<file path="config.mk">
export PLATFORM = sky130hd
export DESIGN_NAME = da2_update_scheduler
export DESIGN_NICKNAME = d
export VERILOG_FILES = /design/src/rtl/da2_update_scheduler.sv
export SDC_FILE = /design/constraint.sdc
export NUM_CORES = 1
export LEC_CHECK = 0
export ABC_AREA = 1
export BUFFER_PORTS_ARGS = -buffer_cell sky130_fd_sc_hd__buf_2
export CAP_MARGIN = 20
export CORE_MARGIN = 8
export CORE_UTILIZATION = 40
export CTS_CLUSTER_SIZE = 20
export DETAILED_ROUTE_END_ITERATION = 16
export GPL_ROUTABILITY_DRIVEN = 0
export PLACE_DENSITY = 0.63
export SLEW_MARGIN = 20
export SYNTH_ARGS = -nofsm -noshare
export SYNTH_HDL_FRONTEND = slang
export SYNTH_SLANG_ARGS = --single-unit
</file>
<file path="constraint.sdc">
create_clock -name clk -period 5.45 [get_ports clk]
set_input_delay 0.545 -clock clk [delete_from_list [all_inputs] [get_ports clk]]
set_output_delay 0.545 -clock clk [all_outputs]
set_load 0.02 [all_outputs]
</file>
<file path="src/rtl/da2_update_scheduler.sv">
// da2_update_scheduler: round-robin sample scheduler for the Pmod DA2 SPI master.
// Holds one 12-bit sample per requester and paces frames with a CS-high gap.
module da2_update_scheduler #(
  parameter int NUM_CH      = 2,
  parameter int GAP_CYCLES  = 4,
  parameter int ACK_TIMEOUT = 15
) (
  input  logic                 clk,
  input  logic                 rst,
  input  logic                 enable,
  input  logic [NUM_CH-1:0]    wr_valid,
  input  logic [NUM_CH*12-1:0] wr_data,
  output logic [NUM_CH-1:0]    pending,
  output logic [NUM_CH-1:0]    done,
  output logic [NUM_CH-1:0]    overrun,
  output logic                 timeout_err,
  output logic [2:0]           active_ch,
  output logic                 spi_start,
  output logic [15:0]          spi_data,
  input  logic                 spi_busy
);

  localparam logic [2:0] S_IDLE  = 3'd0;
  localparam logic [2:0] S_ISSUE = 3'd1;
  localparam logic [2:0] S_WACK  = 3'd2;
  localparam logic [2:0] S_WDONE = 3'd3;
  localparam logic [2:0] S_GAP   = 3'd4;

  localparam logic [7:0] GAP_LAST =
    (GAP_CYCLES > 0) ? 8'(GAP_CYCLES - 1) : 8'd0;
  localparam logic [7:0] ACK_LAST = 8'(ACK_TIMEOUT - 1);
  localparam logic [2:0] GAP_EXIT = (GAP_CYCLES == 0) ? S_IDLE : S_GAP;

  logic [2:0]        state_q, state_d;
  logic [11:0]       hold_q [NUM_CH];
  logic [11:0]       hold_d [NUM_CH];
  logic [NUM_CH-1:0] pend_q, pend_d;
  logic [NUM_CH-1:0] ovr_q, ovr_d;
  logic [NUM_CH-1:0] done_q, done_d;
  logic              tmo_q, tmo_d;
  logic              start_q, start_d;
  logic [15:0]       data_q, data_d;
  logic [2:0]        act_q, act_d;
  logic [2:0]        rr_q, rr_d;
  logic [7:0]        ack_cnt_q, ack_cnt_d;
  logic [7:0]        gap_cnt_q, gap_cnt_d;

  logic              hi_vld, lo_vld, gnt_vld;
  logic [2:0]        hi_idx, lo_idx, gnt_idx;
  logic [11:0]       gnt_smp;
  logic              dispatch;

  // Lowest pending index above rr_q wins; otherwise wrap to lowest overall.
  always_comb begin
    hi_vld = 1'b0;
    lo_vld = 1'b0;
    hi_idx = '0;
    lo_idx = '0;
    for (int i = NUM_CH - 1; i >= 0; i--) begin
      if (pend_q[i]) begin
        if (3'(i) > rr_q) begin
          hi_vld = 1'b1;
          hi_idx = 3'(i);
        end else begin
          lo_vld = 1'b1;
          lo_idx = 3'(i);
        end
      end
    end
    gnt_vld = hi_vld | lo_vld;
    gnt_idx = hi_vld ? hi_idx : lo_idx;
    gnt_smp = '0;
    for (int i = 0; i < NUM_CH; i++) begin
      if (3'(i) == gnt_idx) gnt_smp = hold_q[i];
    end
  end

  always_comb begin
    state_d   = state_q;
    hold_d    = hold_q;
    pend_d    = pend_q;
    ovr_d     = ovr_q;
    done_d    = '0;
    tmo_d     = tmo_q;
    start_d   = 1'b0;
    data_d    = data_q;
    act_d     = act_q;
    rr_d      = rr_q;
    ack_cnt_d = ack_cnt_q;
    gap_cnt_d = gap_cnt_q;
    dispatch  = 1'b0;

    unique case (state_q)
      S_IDLE: begin
        if (enable && gnt_vld) begin
          dispatch = 1'b1;
          data_d   = {4'b0000, gnt_smp};
          act_d    = gnt_idx;
          rr_d     = gnt_idx;
          start_d  = 1'b1;
          state_d  = S_ISSUE;
          for (int i = 0; i < NUM_CH; i++) begin
            if (3'(i) == gnt_idx) pend_d[i] = 1'b0;
          end
        end
      end
      S_ISSUE: begin
        ack_cnt_d = '0;
        state_d   = S_WACK;
      end
      S_WACK: begin
        if (spi_busy) begin
          state_d = S_WDONE;
        end else if (ack_cnt_q >= ACK_LAST) begin
          // Master never answered: put the sample back up for retry.
          tmo_d     = 1'b1;
          gap_cnt_d = '0;
          state_d   = GAP_EXIT;
          if (GAP_CYCLES == 0) act_d = '0;
          for (int i = 0; i < NUM_CH; i++) begin
            if (3'(i) == act_q) pend_d[i] = 1'b1;
          end
        end else begin
          ack_cnt_d = ack_cnt_q + 8'd1;
        end
      end
      S_WDONE: begin
        if (!spi_busy) begin
          gap_cnt_d = '0;
          state_d   = GAP_EXIT;
          if (GAP_CYCLES == 0) act_d = '0;
          for (int i = 0; i < NUM_CH; i++) begin
            done_d[i] = (3'(i) == act_q);
          end
        end
      end
      S_GAP: begin
        if (gap_cnt_q >= GAP_LAST) begin
          state_d = S_IDLE;
          act_d   = '0;
        end else begin
          gap_cnt_d = gap_cnt_q + 8'd1;
        end
      end
      default: begin
        state_d = S_IDLE;
        act_d   = '0;
      end
    endcase

    // A write on the channel being dispatched this cycle is not an overrun.
    for (int i = 0; i < NUM_CH; i++) begin
      if (wr_valid[i]) begin
        hold_d[i] = wr_data[12*i +: 12];
        if (pend_q[i] && !(dispatch && (3'(i) == gnt_idx)))
          ovr_d[i] = 1'b1;
        pend_d[i] = 1'b1;
      end
    end
  end

  always_ff @(posedge clk or posedge rst) begin
    if (rst) begin
      state_q   <= S_IDLE;
      for (int i = 0; i < NUM_CH; i++) hold_q[i] <= '0;
      pend_q    <= '0;
      ovr_q     <= '0;
      done_q    <= '0;
      tmo_q     <= 1'b0;
      start_q   <= 1'b0;
      data_q    <= '0;
      act_q     <= '0;
      rr_q      <= '0;
      ack_cnt_q <= '0;
      gap_cnt_q <= '0;
    end else begin
      state_q   <= state_d;
      hold_q    <= hold_d;
      pend_q    <= pend_d;
      ovr_q     <= ovr_d;
      done_q    <= done_d;
      tmo_q     <= tmo_d;
      start_q   <= start_d;
      data_q    <= data_d;
      act_q     <= act_d;
      rr_q      <= rr_d;
      ack_cnt_q <= ack_cnt_d;
      gap_cnt_q <= gap_cnt_d;
    end
  end

  assign pending     = pend_q;
  assign done        = done_q;
  assign overrun     = ovr_q;
  assign timeout_err = tmo_q;
  assign active_ch   = act_q;
  assign spi_start   = start_q;
  assign spi_data    = data_q;

endmodule

</file>
==> summary.txt, run 1 <==
Outcome
  – Status: finished, final reports clean

Routing
  – Vias: 2252
  – DRC: 0
  – Total Wirelength: 6525 um
  – Avg Vias per Cell: 4.653
  – Initial drt markers: 172
  – ANT nets after route: 0
  – DRT Pass-1 Iters: 4
  – DR WL/cell: 13.48 um

Logic synthesis
  – Synth area leader: dfrtp_1
  – Post-synth top area share: 55.04%
  – Yosys reg bits: 65
  – Async S/R FF share, synth: 100.0%
  – Cell count after synthesis: 327
  – Mean Syn Cell Area: 9.038 sq um
  – Post-synth EDFFs: 0
  – Synth warnings: 0
  – Synth unique cells: 31
  – Synthesized cell area: 2955 sq um
  – Synth top area cells: dfrtp_1 55%, nand2_1 12%, o21ai_0 5.1%, inv_1 4.7%, o211ai_2 3.8%
  – Dominant synthesized flop cell: dfrtp_1
  – Share of the yosys chip area belonging to registers: 55.04%

Layout
  – Commonest non-fill, non-tap cell in the layout: nand2_1
  – Fillers: 699
  – # nets final: 413
  – Design Area, Final: 3527 sq um
  – Register area: 1627 sq um
  – Multi-input gate area: 1099 sq um
  – Most frequent cells in the layout: 96 x nand2_1, 65 x dfrtp_1, 50 x buf_2
  – Layout cells sized above 1: 25.71%
  – P&R area growth vs syn: 19.35%
  – Antenna diode count: 0

Global routing
  – Largest net degree at the start of global routing: 66
  – Grt total ovfl: 0
  – Met1 Use GR: 17.19%
  – Busiest grt layer: met2
  – Met3 Track Usage GR: 2.929%
  – Met2 Use GR: 20.88%
  – Antenna violations before repair: 0
  – Tot GR Track Use: 13.49%
  – Vias in the first global route: 2343
  – First-pass GRT wire length: 11000 um

Power and ir drop
  – Peak supply drop: 0.1734 mV
  – Pwr dens: 490.3 nW/um^2
  – Leakage: 1.823 nW

Critical path
  – Worst Setup SP: pending[1]
  – CP endpoint kind: flip-flop
  – Cell family with most CP delay: simple AND/OR/NAND/NOR gates
  – Slowest CP cell: o21ai_2
  – R2R Setup Slk: 3670 ps
  – Worst setup endpoint: pending[1]
  – CP arrival: 1990 ps
  – Worst reg2reg path depth: 6
  – Worst path depth: 6
  – Max incr delay on CP: 570 ps
  – CP bufs+invs: 0
  – R2r endpoint: pending[1]
  – Worst setup SP type: flip-flop
  – Cells along the critical path: o21ai_2, nand3_1, nand2_1, nor2_1, nand2_1, nand3_1
  – R2R Path Start: pending[1]
  – Worst endpoint required time: 5660 ps
  – Critical path peak fanout: 15
  – Setup CP Type: flip-flop to flip-flop

Job
  – MaxCap Viol Count: 0

STA
  – Max-slew violations: 0
  – Tmin final: 1785 ps
  – Final setup TNS: 0 ps
  – Worst Tran Pin Value: 797.7 ps
  – Crit share post-route: 32.75%
  – Fmax: 560.3 MHz
  – Relative slew slack: 46.82%
  – Final Hold Viols: 0
  – Clk_skew: 10.16 ps
  – Final setup vio count: 0
  – RSZ-0062 raised after global routing: no

Placed design
  – Post-DP Area: 3269 sq um
  – Port Buf Inserts: 50
  – DP Wirelength: 4668 um

Clock tree
  – Reg clk slew, reported paths: 70 ps
  – Root Buffer: clkbuf_8
  – Post-CTS Resized: 0
  – CTS Sinks: 65
  – Clk_lat worst skew: 340 ps
  – Num CTS Buffers: 9
  – Max H-tree Level: 3
  – Buffers from clock root to sink, at most: 2
  – CTS tree: yes
  – Setup Buffers After CTS: 0
  – CTS Hold Bufs: 0

Floorplanning
  – Die Y: 102.0 um
  – Core Area: 7214 sq um
  – Die Area: 10390 sq um
  – Initial Util: 40.96%
  – Die width: 102.0 um
  – Num rows: 31
  – Num ports: 57

Min path
  – Worst Hold Class: primary input to flip-flop
  – Hold_sp: wr_data[10]
[worst register-to-register path: cells and delay by family, from the launching register on]
family           cells  cell delay [ps]
flip-flops           1              460
AND/OR/NAND/NOR      5              630
AO/OA/AOI/OAI        1              570
[cells in the mapped netlist (2+ instances only)]
library cell	n
a31o_2	2
nor2_4	5
inv_1	37
nor3_1	2
ha_1	3
nand3_1	9
nand2_2	2
o211ai_2	9
clkbuf_1	6
buf_4	7
nor2_2	2
nand3_2	2
inv_2	4
o211ai_1	3
o21ai_1	4
nor2_1	24
dfrtp_1	65
nor3_2	2
o21ai_0	30
nand2_1	96
xor2_1	3
[area by class of cell]
class	instances	area share (%)
Sequential cell	65	46.12
Multi-Input combinational cell	211	31.15
Timing Repair Buffer	51	7.308
Inverter	42	4.612
Clock inverter	6	3.689
Clock buffer	10	3.618
Tap cell	99	3.512
[routing by layer]
| metal | routed length, um | share of wire [%] |
|---|---|---|
| met5 | 0 | 0 |
| met3 | 303 | 4.6 |
| met4 | 158 | 2.4 |
| met1 | 3036 | 47 |
| met2 | 3026 | 46 |
[cell families (layout without fill, tap and decap cells)]
| group | after synthesis | count (layout) | synth area share, % |
|---|---|---|---|
| and+or+nand+nor | 148 | 148 | 22.61 |
| xor gates and xnor gates | 3 | 3 | 0.8892 |
| AOI/OAI and AO/OA | 51 | 51 | 11.64 |
| adders and majority gates | 3 | 3 | 1.270 |
| buffers and inverters | 56 | 109 | 8.425 |
| DFF | 65 | 65 | 55.04 |
| other | 1 | 6 | 0.1269 |
[stage by stage]
| step | util [%] | std cells | power, mW | hold slack [ps] | setup WS, ps |
|---|---|---|---|---|---|
| 2_1_floorplan | - | 332 | 1.060 | 442.2 | 3279 |
| 3_3_place_gp | 45.32 | 468 | 1.196 | 455.9 | 3785 |
| 3_5_place_dp | 45.32 | 468 | 1.217 | 459.6 | 3696 |
| 4_1_cts | 48.89 | 484 | 1.751 | 390.9 | 3683 |
| 5_1_grt | 48.89 | 484 | 1.844 | 404.7 | 3502 |
| 6_report | 48.89 | 484 | 1.729 | 403.8 | 3665 |
[state kept, by name, indices dropped and copies added (netlist names)]
name / count
timeout_err: 1
done: 2
spi_start: 1
pending: 2
gap_cnt_q: 8
rr_q: 1
spi_data: 12
active_ch: 1
overrun: 2
hold_q: 24
state_q: 3
ack_cnt_q: 8
[how the worst min path moves through the flow]
stage / endpoint / depth (start not counted)
6_report: hold_q[22] / 3
5_1_grt: hold_q[4] / 3
4_1_cts: hold_q[22] / 3
3_5_place_dp: hold_q[12] / 2
3_3_place_gp: hold_q[12] / 2
2_1_floorplan: hold_q[12] / 2
[power breakdown]
part	internal, mW	switching (mW)	total (mW)
clock network	0.349	0.177	0.526
logic	0.180	0.369	0.549
registers	0.575	0.0794	0.654
total	1.10	0.625	1.73
(Power assumes the default switching activity.)
==> run 2, diff against run 1 <==
Settings changed: PLACE_DENSITY 0.63 to 0.65.
Clock period 5.45 ns to 1.6 ns, I/O delays scaled along.
==> run 2 against run 1 <==
Against the previous run:
- hold slack lost 370 ps
- critical endpoint is now ack_cnt_q[1]
- largest cell class unchanged
- first-iteration DRC count shrank 25%
- count of clock-buffer cells in the layout grew 3
- sequential share of layout area shrank 0.39 points
- maximum frequency grew 22%
- cell area grew 0.85%
- register-to-register slack lost 3500 ps
==> summary.txt, run 2 (synthesis results as in run 1) <==
Global routing
  – Antenna violations before repair: 0 (unchanged)
  – Tot GR Track Use: 12.93% (-0.56 points)
  – Largest net degree at the start of global routing: 66 (unchanged)
  – Vias in the first global route: 2215 (-5.5%)
  – Grt total ovfl: 0 (unchanged)
  – First-pass GRT wire length: 10520 um (-4.4%)

Layout
  – Max FFs per register: 24 (unchanged)
  – P&R area growth vs syn: 20.36%
  – Fillers: 715 (+2.3%)
  – Antenna diode count: 0 (unchanged)
  – # nets final: 419 (+1.5%)
  – Biggest register: hold_q
  – Layout cells sized above 1: 26.67% (+0.95 points)
  – Most frequent cells in the layout: 96 x nand2_1, 65 x dfrtp_1, 50 x buf_2
  – Commonest non-fill, non-tap cell in the layout: nand2_1
  – Non-Filler Instances: 489 (+1.0%)

Floorplanning
  – Num ports: 57 (unchanged)
  – Initial Util: 40.96% (unchanged)
  – Die Y: 102.0 um (unchanged)
  – Die width: 102.0 um (unchanged)
  – Num rows: 31 (unchanged)
  – Core Area: 7214 sq um (unchanged)
  – Die Area: 10390 sq um (unchanged)

Critical path
  – Max incr delay on CP: 430 ps (-140 ps)
  – Cell family with most CP delay: simple AND/OR/NAND/NOR gates
  – Worst reg2reg path depth: 11 (+5)
  – Most used cell, CP: nand2_1
  – R2R Setup Slk: 130 ps (-3530 ps)
  – Slowest CP cell: dfrtp_1
  – Critical path peak fanout: 8 (-7)
  – CP bufs+invs: 3 (+3)
  – R2R Path Start: ack_cnt_q[0]
  – Cells along the critical path: inv_1, ha_1, inv_1, nand2_1, nand2_1, nand2_1, nor2_4, nor2_4, clkinv_4, nand2_1, o21ai_1
  – Worst setup SP type: flip-flop
  – CP arrival: 1680 ps (-310 ps)
  – Setup CP Type: flip-flop to flip-flop
  – R2r endpoint: ack_cnt_q[1]
  – Worst endpoint required time: 1810 ps (-3850 ps)
  – CP endpoint kind: flip-flop

Clock tree
  – Root Buffer: clkbuf_8
  – Max H-tree Level: 3 (unchanged)
  – CTS tree: yes
  – Clk_lat worst skew: 320 ps (-20 ps)
  – Buffers from clock root to sink, at most: 2 (unchanged)
  – Num CTS Buffers: 9 (unchanged)
  – CTS Sinks: 65 (unchanged)
  – Reg clk slew, reported paths: 60 ps (about the same)

STA
  – Final setup TNS: 0 ps (unchanged)
  – Final Hold Viols: 0 (unchanged)
  – Worst setup margin: 134.6 ps (-3531 ps)
  – RSZ-0062 raised after global routing: no
  – Tmin final: 1465 ps (-319.3 ps)
  – Clk_skew: 6.048 ps (-4.113 ps)
  – Max-slew violations: 0 (unchanged)
  – Crit share post-route: 91.59% (+59 points)
  – Fmax: 682.4 MHz (+22%)
  – Final setup vio count: 0 (unchanged)

Routing
  – Avg Vias per Cell: 4.485 (-3.6%)
  – Total Wirelength: 6168 um (-5.5%)
  – DRT Pass-1 Iters: 4 (unchanged)
  – DRC: 0 (unchanged)
  – ANT nets after route: 0 (unchanged)
  – Vias: 2193 (-2.6%)
  – DR WL/cell: 12.61 um (-6.4%)
  – Initial drt markers: 129 (-25%)

Min path
  – Worst Hold Class: primary input to flip-flop
  – Hold_sp: wr_data[11]
  – WHS Path Cells: 3 (unchanged)
  – Worst hold endpoint: hold_q[23]

Power and ir drop
  – Sequential share of power: 39.5% (+1.7 points)
  – Power share of the clock group: 25.7% (-4.7 points)
  – Peak supply drop: 0.6044 mV (+250%)
  – Switching power: 2.077 mW (+230%)
  – Switching Fraction: 37.15% (+0.98 points)
  – Leakage: 1.834 nW (+0.61%)
  – Internal power: 3.514 mW (+220%)
  – Comb pwr share: 34.7% (+3.0 points)
  – Pwr dens: 1572 nW/um^2 (+220%)

Job
  – MaxCap Viol Count: 0 (unchanged)

Placed design
  – Placed cells: 473 (+1.1%)
  – Post-Place Worst Slack: 123.1 ps (-3573 ps)
  – DP Wirelength: 4565 um (-2.2%)
  – Port Buf Inserts: 50 (unchanged)

Outcome
  – Status: finished, final reports clean
-- run 2: changes by cell type in the layout (fill, tap and decap cells not counted), moves of 2 or more --
cell	previous run	this run
bufinv_16	4	1
inv_2	5	3
clkbuf_8	9	13
buf_4	1	5
-- run 2: routing by layer --
metal | GRT usage [%] | vias up | wire length [um]
met5 | 0 | - | 0
met4 | 5.530 | 0 | 71
met3 | 3.883 | 5 | 345
met2 | 19.97 | 49 | 2905
met1 | 16.42 | 1008 | 2846
li1 | - | 1131 | -
-- run 2: cell type report --
class                   count  area (sq um)  share of cell area [%]
flip-flops and latches     65          1627                   45.73
well taps                  99         123.9                   3.482
clock buffers              13         178.9                   5.030
repair buffers             57         317.8                   8.934
inverters                  42         168.9                   4.749
clock inverters             2         35.03                  0.9849
multi-input cells         211          1106                   31.09
-- run 2: repair_timing --
item                                    4_1_cts  5_1_grt
hold buffers                                  1        0
hold endpoints to repair                     65        0
endpoints found under the setup margin        0        6
setup buffers                                 0        0
resized for setup                             0        2
-- run 2: tightest hold or removal path, stage by stage --
cell	delay, ps
buf_2	70
nand2_1	40
nand2_1	50
-- run 2: worst max-delay path by stage --
| stage | start | end | slack, ps | depth (start not counted) |
|---|---|---|---|---|
| after global placement | pending[0] | pending[0] | 150 | 6 |
| after global routing | gap_cnt_q[0] | gap_cnt_q[1] | 1 | 9 |
| after CTS | ack_cnt_q[0] | ack_cnt_q[0] | 120 | 10 |
| final | ack_cnt_q[0] | ack_cnt_q[1] | 130 | 11 |
| after floorplan | pending[1] | pending[1] | 220 | 6 |
| after detailed placement | pending[0] | pending[1] | 120 | 6 |
-- run 2: per-stage QoR --
stage          area (sq um)  utilization [%]  total power, mW  hold WS (ps)
3_3_place_gp           3323            46.06            4.149         279.6
6_report               3557            49.31            5.591         28.90
2_1_floorplan          2978                -            3.610         233.5
3_5_place_dp           3323            46.06            4.188         278.6
4_1_cts                3547            49.17            5.657         9.267
5_1_grt                3557            49.31            5.981         23.37
-- run 2: power by group through the flow --
stage	clock network, mW	logic (mW)	registers, mW
2_1_floorplan	0	1.20	2.41
3_3_place_gp	0	1.92	2.23
3_5_place_dp	0	1.95	2.24
4_1_cts	1.49	1.95	2.21
5_1_grt	1.55	2.18	2.25
6_report	1.44	1.94	2.21
